[src/rtl/battleship_board_engine.sv]
// Two-player battleship board engine: placement, firing, scoring and a render read port.
// Define BATTLESHIP_FOG_EN to hide the opponent's unhit ships on the read port during FIRE.
module battleship_board_engine #(
   parameter int GRID_N     = 9,
   parameter int COORD_W    = 4,
   parameter int SHIP_CELLS = 12
) (
   input  logic                              clk,
   input  logic                              reset,
   input  logic                              cmd_valid,
   output logic                              cmd_ready,
   input  logic                              cmd_op,
   input  logic [COORD_W-1:0]                cmd_row,
   input  logic [COORD_W-1:0]                cmd_col,
   output logic                              rsp_valid,
   output logic [2:0]                        rsp_code,
   output logic [1:0]                        phase,
   output logic                              active_player,
   output logic                              winner,
   output logic [$clog2(SHIP_CELLS+1)-1:0]   p1_remaining,
   output logic [$clog2(SHIP_CELLS+1)-1:0]   p2_remaining,
   input  logic                              rd_player,
   input  logic [COORD_W-1:0]                rd_row,
   input  logic [COORD_W-1:0]                rd_col,
   output logic [1:0]                        rd_data
);

   localparam int CELLS = GRID_N * GRID_N;
   localparam int IW    = $clog2(CELLS);
   localparam int LW    = 2 * COORD_W + 1;
   localparam int RW    = $clog2(SHIP_CELLS + 1);

   localparam logic [RW-1:0]      REM_MAX = RW'(SHIP_CELLS);
   localparam logic [COORD_W-1:0] LIM     = COORD_W'(GRID_N);

   localparam logic [1:0] C_EMPTY = 2'b00;
   localparam logic [1:0] C_SHIP  = 2'b01;
   localparam logic [1:0] C_MISS  = 2'b10;
   localparam logic [1:0] C_HIT   = 2'b11;

   localparam logic [2:0] R_PLACED = 3'd0;
   localparam logic [2:0] R_MISS   = 3'd1;
   localparam logic [2:0] R_HIT    = 3'd2;
   localparam logic [2:0] R_REPEAT = 3'd3;
   localparam logic [2:0] R_INV    = 3'd4;
   localparam logic [2:0] R_WIN    = 3'd5;

   typedef enum logic [1:0] {
      PH_P1   = 2'd0,
      PH_P2   = 2'd1,
      PH_FIRE = 2'd2,
      PH_OVER = 2'd3
   } phase_t;

   phase_t        r_phase;
   logic          r_act;
   logic          r_win;
   logic [RW-1:0] r_rem [2];
   logic [1:0]    r_grid [2][CELLS];
   logic          r_rsp_valid;
   logic [2:0]    r_rsp_code;
   logic [1:0]    r_rd;

   logic          w_acc;
   logic          w_cmd_in;
   logic [LW-1:0] w_cmd_lin;
   logic [IW-1:0] w_cmd_idx;
   logic          w_tgt;
   logic [1:0]    w_cell;
   logic          w_do_place;
   logic          w_do_fire;
   logic [RW-1:0] w_dec;

   phase_t        w_nxt_phase;
   logic          w_nxt_act;
   logic          w_nxt_win;
   logic [RW-1:0] w_nxt_rem [2];
   logic          w_wr_en;
   logic [1:0]    w_wr_val;
   logic [2:0]    w_rsp_code;

   logic          w_rd_in;
   logic [LW-1:0] w_rd_lin;
   logic [IW-1:0] w_rd_idx;
   logic [1:0]    w_rd_raw;
   logic          w_rd_fog;

   assign cmd_ready = (r_phase != PH_OVER);
   assign w_acc     = cmd_valid & cmd_ready;

   assign w_cmd_in  = (cmd_row < LIM) && (cmd_col < LIM);
   assign w_cmd_lin = LW'(cmd_row) * LW'(GRID_N) + LW'(cmd_col);
   assign w_cmd_idx = w_cmd_in ? IW'(w_cmd_lin) : '0;

   // Placement writes the actor's own board; shots land on the opponent's.
   assign w_tgt  = (r_phase == PH_FIRE) ? ~r_act : r_act;
   assign w_cell = r_grid[w_tgt][w_cmd_idx];
   assign w_dec  = (r_rem[w_tgt] == '0) ? '0 : r_rem[w_tgt] - 1'b1;

   assign w_do_place = w_acc & w_cmd_in & ~cmd_op &
                       ((r_phase == PH_P1) | (r_phase == PH_P2));
   assign w_do_fire  = w_acc & w_cmd_in & cmd_op & (r_phase == PH_FIRE);

   always_comb begin
      w_nxt_phase  = r_phase;
      w_nxt_act    = r_act;
      w_nxt_win    = r_win;
      w_nxt_rem[0] = r_rem[0];
      w_nxt_rem[1] = r_rem[1];
      w_wr_en      = 1'b0;
      w_wr_val     = C_EMPTY;
      w_rsp_code   = R_INV;
      unique case (1'b1)
         w_do_place: begin
            if (w_cell == C_EMPTY) begin
               w_wr_en    = 1'b1;
               w_wr_val   = C_SHIP;
               w_rsp_code = R_PLACED;
               if (r_rem[w_tgt] != REM_MAX)
                  w_nxt_rem[w_tgt] = r_rem[w_tgt] + 1'b1;
               if (r_rem[w_tgt] + 1'b1 >= REM_MAX) begin
                  w_nxt_phase = (r_phase == PH_P1) ? PH_P2 : PH_FIRE;
                  w_nxt_act   = (r_phase == PH_P1);
               end
            end else begin
               w_rsp_code = R_REPEAT;
            end
         end
         w_do_fire: begin
            case (w_cell)
               C_EMPTY: begin
                  w_wr_en    = 1'b1;
                  w_wr_val   = C_MISS;
                  w_rsp_code = R_MISS;
                  w_nxt_act  = ~r_act;
               end
               C_SHIP: begin
                  w_wr_en          = 1'b1;
                  w_wr_val         = C_HIT;
                  w_nxt_rem[w_tgt] = w_dec;
                  if (w_dec == '0) begin
                     w_rsp_code  = R_WIN;
                     w_nxt_phase = PH_OVER;
                     w_nxt_win   = r_act;
                  end else begin
                     w_rsp_code = R_HIT;
                     w_nxt_act  = ~r_act;
                  end
               end
               default: w_rsp_code = R_REPEAT;
            endcase
         end
         default: ;
      endcase
   end

   always_ff @(posedge clk) begin
      if (reset) begin
         r_phase  <= PH_P1;
         r_act    <= 1'b0;
         r_win    <= 1'b0;
         r_rem[0] <= '0;
         r_rem[1] <= '0;
      end else begin
         r_phase  <= w_nxt_phase;
         r_act    <= w_nxt_act;
         r_win    <= w_nxt_win;
         r_rem[0] <= w_nxt_rem[0];
         r_rem[1] <= w_nxt_rem[1];
      end
   end

   always_ff @(posedge clk) begin
      if (reset) begin
         for (int p = 0; p < 2; p++)
            for (int i = 0; i < CELLS; i++)
               r_grid[p][i] <= C_EMPTY;
      end else if (w_wr_en) begin
         r_grid[w_tgt][w_cmd_idx] <= w_wr_val;
      end
   end

   always_ff @(posedge clk) begin
      if (reset) begin
         r_rsp_valid <= 1'b0;
         r_rsp_code  <= 3'd0;
      end else begin
         r_rsp_valid <= w_acc;
         if (w_acc)
            r_rsp_code <= w_rsp_code;
      end
   end

   assign w_rd_in  = (rd_row < LIM) && (rd_col < LIM);
   assign w_rd_lin = LW'(rd_row) * LW'(GRID_N) + LW'(rd_col);
   assign w_rd_idx = w_rd_in ? IW'(w_rd_lin) : '0;
   assign w_rd_raw = r_grid[rd_player][w_rd_idx];

`ifdef BATTLESHIP_FOG_EN
   assign w_rd_fog = (r_phase == PH_FIRE) && (rd_player != r_act) &&
                     (w_rd_raw == C_SHIP);
`else
   assign w_rd_fog = 1'b0;
`endif

   always_ff @(posedge clk) begin
      if (reset)
         r_rd <= C_EMPTY;
      else if (!w_rd_in || w_rd_fog)
         r_rd <= C_EMPTY;
      else
         r_rd <= w_rd_raw;
   end

   // A reset landing on the response cycle squashes that response.
   assign rsp_valid     = r_rsp_valid & ~reset;
   assign rsp_code      = r_rsp_code;
   assign phase         = r_phase;
   assign active_player = r_act;
   assign winner        = r_win;
   assign p1_remaining  = r_rem[0];
   assign p2_remaining  = r_rem[1];
   assign rd_data       = r_rd;

endmodule

[config.mk]
export PLATFORM = sky130hd
export DESIGN_NAME = battleship_board_engine
export DESIGN_NICKNAME = d
export VERILOG_FILES = /design/src/rtl/battleship_board_engine.sv
export SDC_FILE = /design/constraint.sdc
export NUM_CORES = 1
export LEC_CHECK = 0
export CAP_MARGIN = 15
export CORE_ASPECT_RATIO = 2
export CORE_MARGIN = 2
export CORE_UTILIZATION = 30
export DETAILED_ROUTE_END_ITERATION = 16
export PLACE_DENSITY = 0.53
export SLEW_MARGIN = 40
export SYNTH_ARGS = -nofsm -noshare
export SYNTH_HDL_FRONTEND = slang
export SYNTH_SLANG_ARGS = --single-unit
[constraint.sdc]
create_clock -name clk -period 13.5 [get_ports clk]
set_clock_uncertainty 0.05 [all_clocks]
set_input_delay 2.7 -clock clk [delete_from_list [all_inputs] [get_ports clk]]
set_output_delay 2.7 -clock clk [all_outputs]
set_load 0.02 [all_outputs]
==> results.yml <==
status:
  status: "finished clean"
logic_synthesis:
  synth-edff-count: 324
  synthTopCellsByCount: "edfxtp_1 (324), nand2_1 (215), clkbuf_1 (137)"
  ys_ff_latch: 342
  syn_area_sq_mm: 0.0210
  yosys_warnings: 0
  synthCells: 1836
  netlist-cell-type-count: 81
  yosysMostFrequentCell: "edfxtp_1"
  avgSynthCellArea_sq_um: 11.4
  synth_nets: 1884
  async_flop_share: 0
  yosys_most_used_dff: "edfxtp_1"
  yosys.area.top_type: "edfxtp_1"
  synth-seq-area-share: 0.481
  yosys-top-cells-area: "edfxtp_1 (46%), mux4_2 (12%), nand2_1 (3.8%)"
  yosysTopAreaCellShare: 0.464
floorplanning:
  die-height_microns: 378
  die_w_microns: 191
  io_pins: 40
  initial_utilization: 0.302
  std_cell_rows: 137
  core_area_sq_mm: 0.0694
  die-area_sq_mm: 0.0722
routing:
  ant_nets: 0
  drc_errors: 0
  drtIter0Drc: 2068
  vias_per_cell: 6.36
  drt-wirelength-per-cell_microns: 30.3
  dr.pass1.iters: 6
  wl_microns: 82800
  vias: 17400
critical_path:
  reg2reg_depth: 14
  path_class: "in2reg"
  r2r_slack_ns: 6.51
  worst_setup_path_end_kind: "flop"
  crit_required_ns: 13.69
  startpoint_type: "primary input"
  worst-path-max-fanout: 55
  r2r-end: "r_grid[1][0]"
  cp.arrival_ns: 9.42
  r2r-start: "phase[1]"
global_route:
  grt_pass1_vias: 17100
  track_usage: 0.228
  grt_start_max_net_pins: 111
  antenna_found_initial: 0
  grt_overflow: 0
  grt_pass1_wl_microns: 120000
sta:
  tightest_slew_ns: 0.948
  slew_headroom: 0.366
  setup-tns-final_ns: 0
  setup_violations: 0
  min_period_over_period: 0.683
  grt_setup_unrepaired: "no"
  final-hold-violation-count: 0
  drv_slew: 0
  hold_ws_ns: 0.413
  clock.fmax_mhz: 108
  finalCriticalPeriod_ns: 9.22
cts:
  clkTransAtPathRegs_ns: 0.07
  htreeDepth: 2
  clock_latency_ns: 0.56
  clkSinkCount: 342
  cts_root_buf: "clkbuf_16"
  cts_max_path_buffers: 3
  cts_inserted_buffers: 37
  ctsHoldBuffers: 0
  tritoncts: "done"
  cts.repair.resized: 0
  post_cts_buffers: 0
place:
  io_buffers: 39
  hpwl_microns: 52400
  gp_congestion: 0.916
finish:
  antenna_cells: 0
  seqCellArea_sq_mm: 0.0101
  fin_nets: 1848
  multi_input_area_sq_mm: 0.0102
  synthToLayoutAreaGrowth_pct: 12.9
  layout.filler_cells: 6946
  drive_above_1_share: 0.161
min_path:
  hold_path_class: "reg2reg"
  hold_depth: 2
  worstHoldStart: "winner"
  min_to: "winner"
job:
  drv_cap: 0
pwr:
  p_per_area_mw_per_mm2: 120
  p_leak_nw: 7.87
  total_power_w: 0.00283
  peakVddDrop_uv: 96.8
## report_power, final
group	switching [W]	total, W	internal (W)
Combinational	0.000354	0.000529	0.000175
Clock	0.000446	0.00107	0.000627
Sequential	0.0000291	0.00123	0.00120
Total	0.000829	0.00283	0.00201
## final cells by class
type,instances,share of cell area
tap,903,0.0477
clock buffer,52,0.0432
multi-input combinational,1295,0.431
clock inverter,15,0.00898
inverter,14,0.00232
timing repair buffer,110,0.0406
sequential,342,0.426
## cell families after synthesis
kind of cell               after synthesis  synth area share
muxes                                  184             0.155
xor gates and xnor gates                15           0.00662
AOI/OAI and AO/OA                      421             0.151
adders and majority gates               28            0.0173
DFF                                    342             0.481
buffers and inverters                  199            0.0412
and+or+nand+nor                        647             0.147
## worst max-delay path by stage
stage,start,end,cells past startpoint,slack [ns]
after global placement,cmd_row[3],r_grid[1][6],14,3.38
after CTS,cmd_col[1],r_grid[1][76],18,4.37
final,cmd_row[1],r_grid[1][0],18,4.28
after global routing,cmd_row[3],r_grid[1][0],16,3.95
after detailed placement,cmd_row[1],r_grid[1][4],18,3.83
after floorplan,cmd_row[1],r_grid[1][0],18,4.58
## layer usage
metal / vias up / track usage / share of wire
met2: 1133 / 0.355 / 0.46
met4: 0 / 0.131 / 0.063
met5: - / 0 / 0
met1: 8708 / 0.294 / 0.38
met3: 280 / 0.0430 / 0.097
li1: 7254 / - / -
## flip-flops by register name, indices dropped and copies added, names as in the netlist
signal / cells
rsp_code: 3
phase: 2
rd_data: 2
r_grid: 324
r_rsp_valid: 1
r_rem: 8
active_player: 1
winner: 1
## layout by cell type, fill, tap and decap left out, types with 39 or more instances in the layout
cell / n
a21o_1: 64
a21oi_1: 60
a31o_1: 69
buf_4: 65
edfxtp_1: 324
mux2i_1: 60
mux4_2: 112
nand2_1: 212
nand3_1: 53
nor2_1: 119
nor3_1: 85
nor4_1: 97
o21ai_0: 39
## per-stage QoR
stage	std cells	setup WS, ns	util	area (sq um)
finish	2731	4.28	0.341	23700
global route	2731	3.95	0.341	23700
CTS	2730	4.37	0.341	23700
detailed placement	2663	3.83	0.323	22400
global placement	2660	3.38	0.322	22300
floorplan	1836	4.58	-	21000
## worst max-delay path, cell delays in order
cell and delay [ns]:
clkdlybuf4s50_1 0.49, ha_1 0.33, ha_2 0.19, inv_1 0.06, fa_1 0.47, buf_4 0.45
or3_1 0.56, nor2_1 0.17, buf_4 0.28, nand3_1 0.12, nand4_1 0.13, o21ai_0 0.47
a31oi_1 0.42, nor4_1 0.66, o211ai_1 0.18, buf_4 0.32, nor2_4 0.62, buf_4 0.67
(Power assumes the default switching activity.)
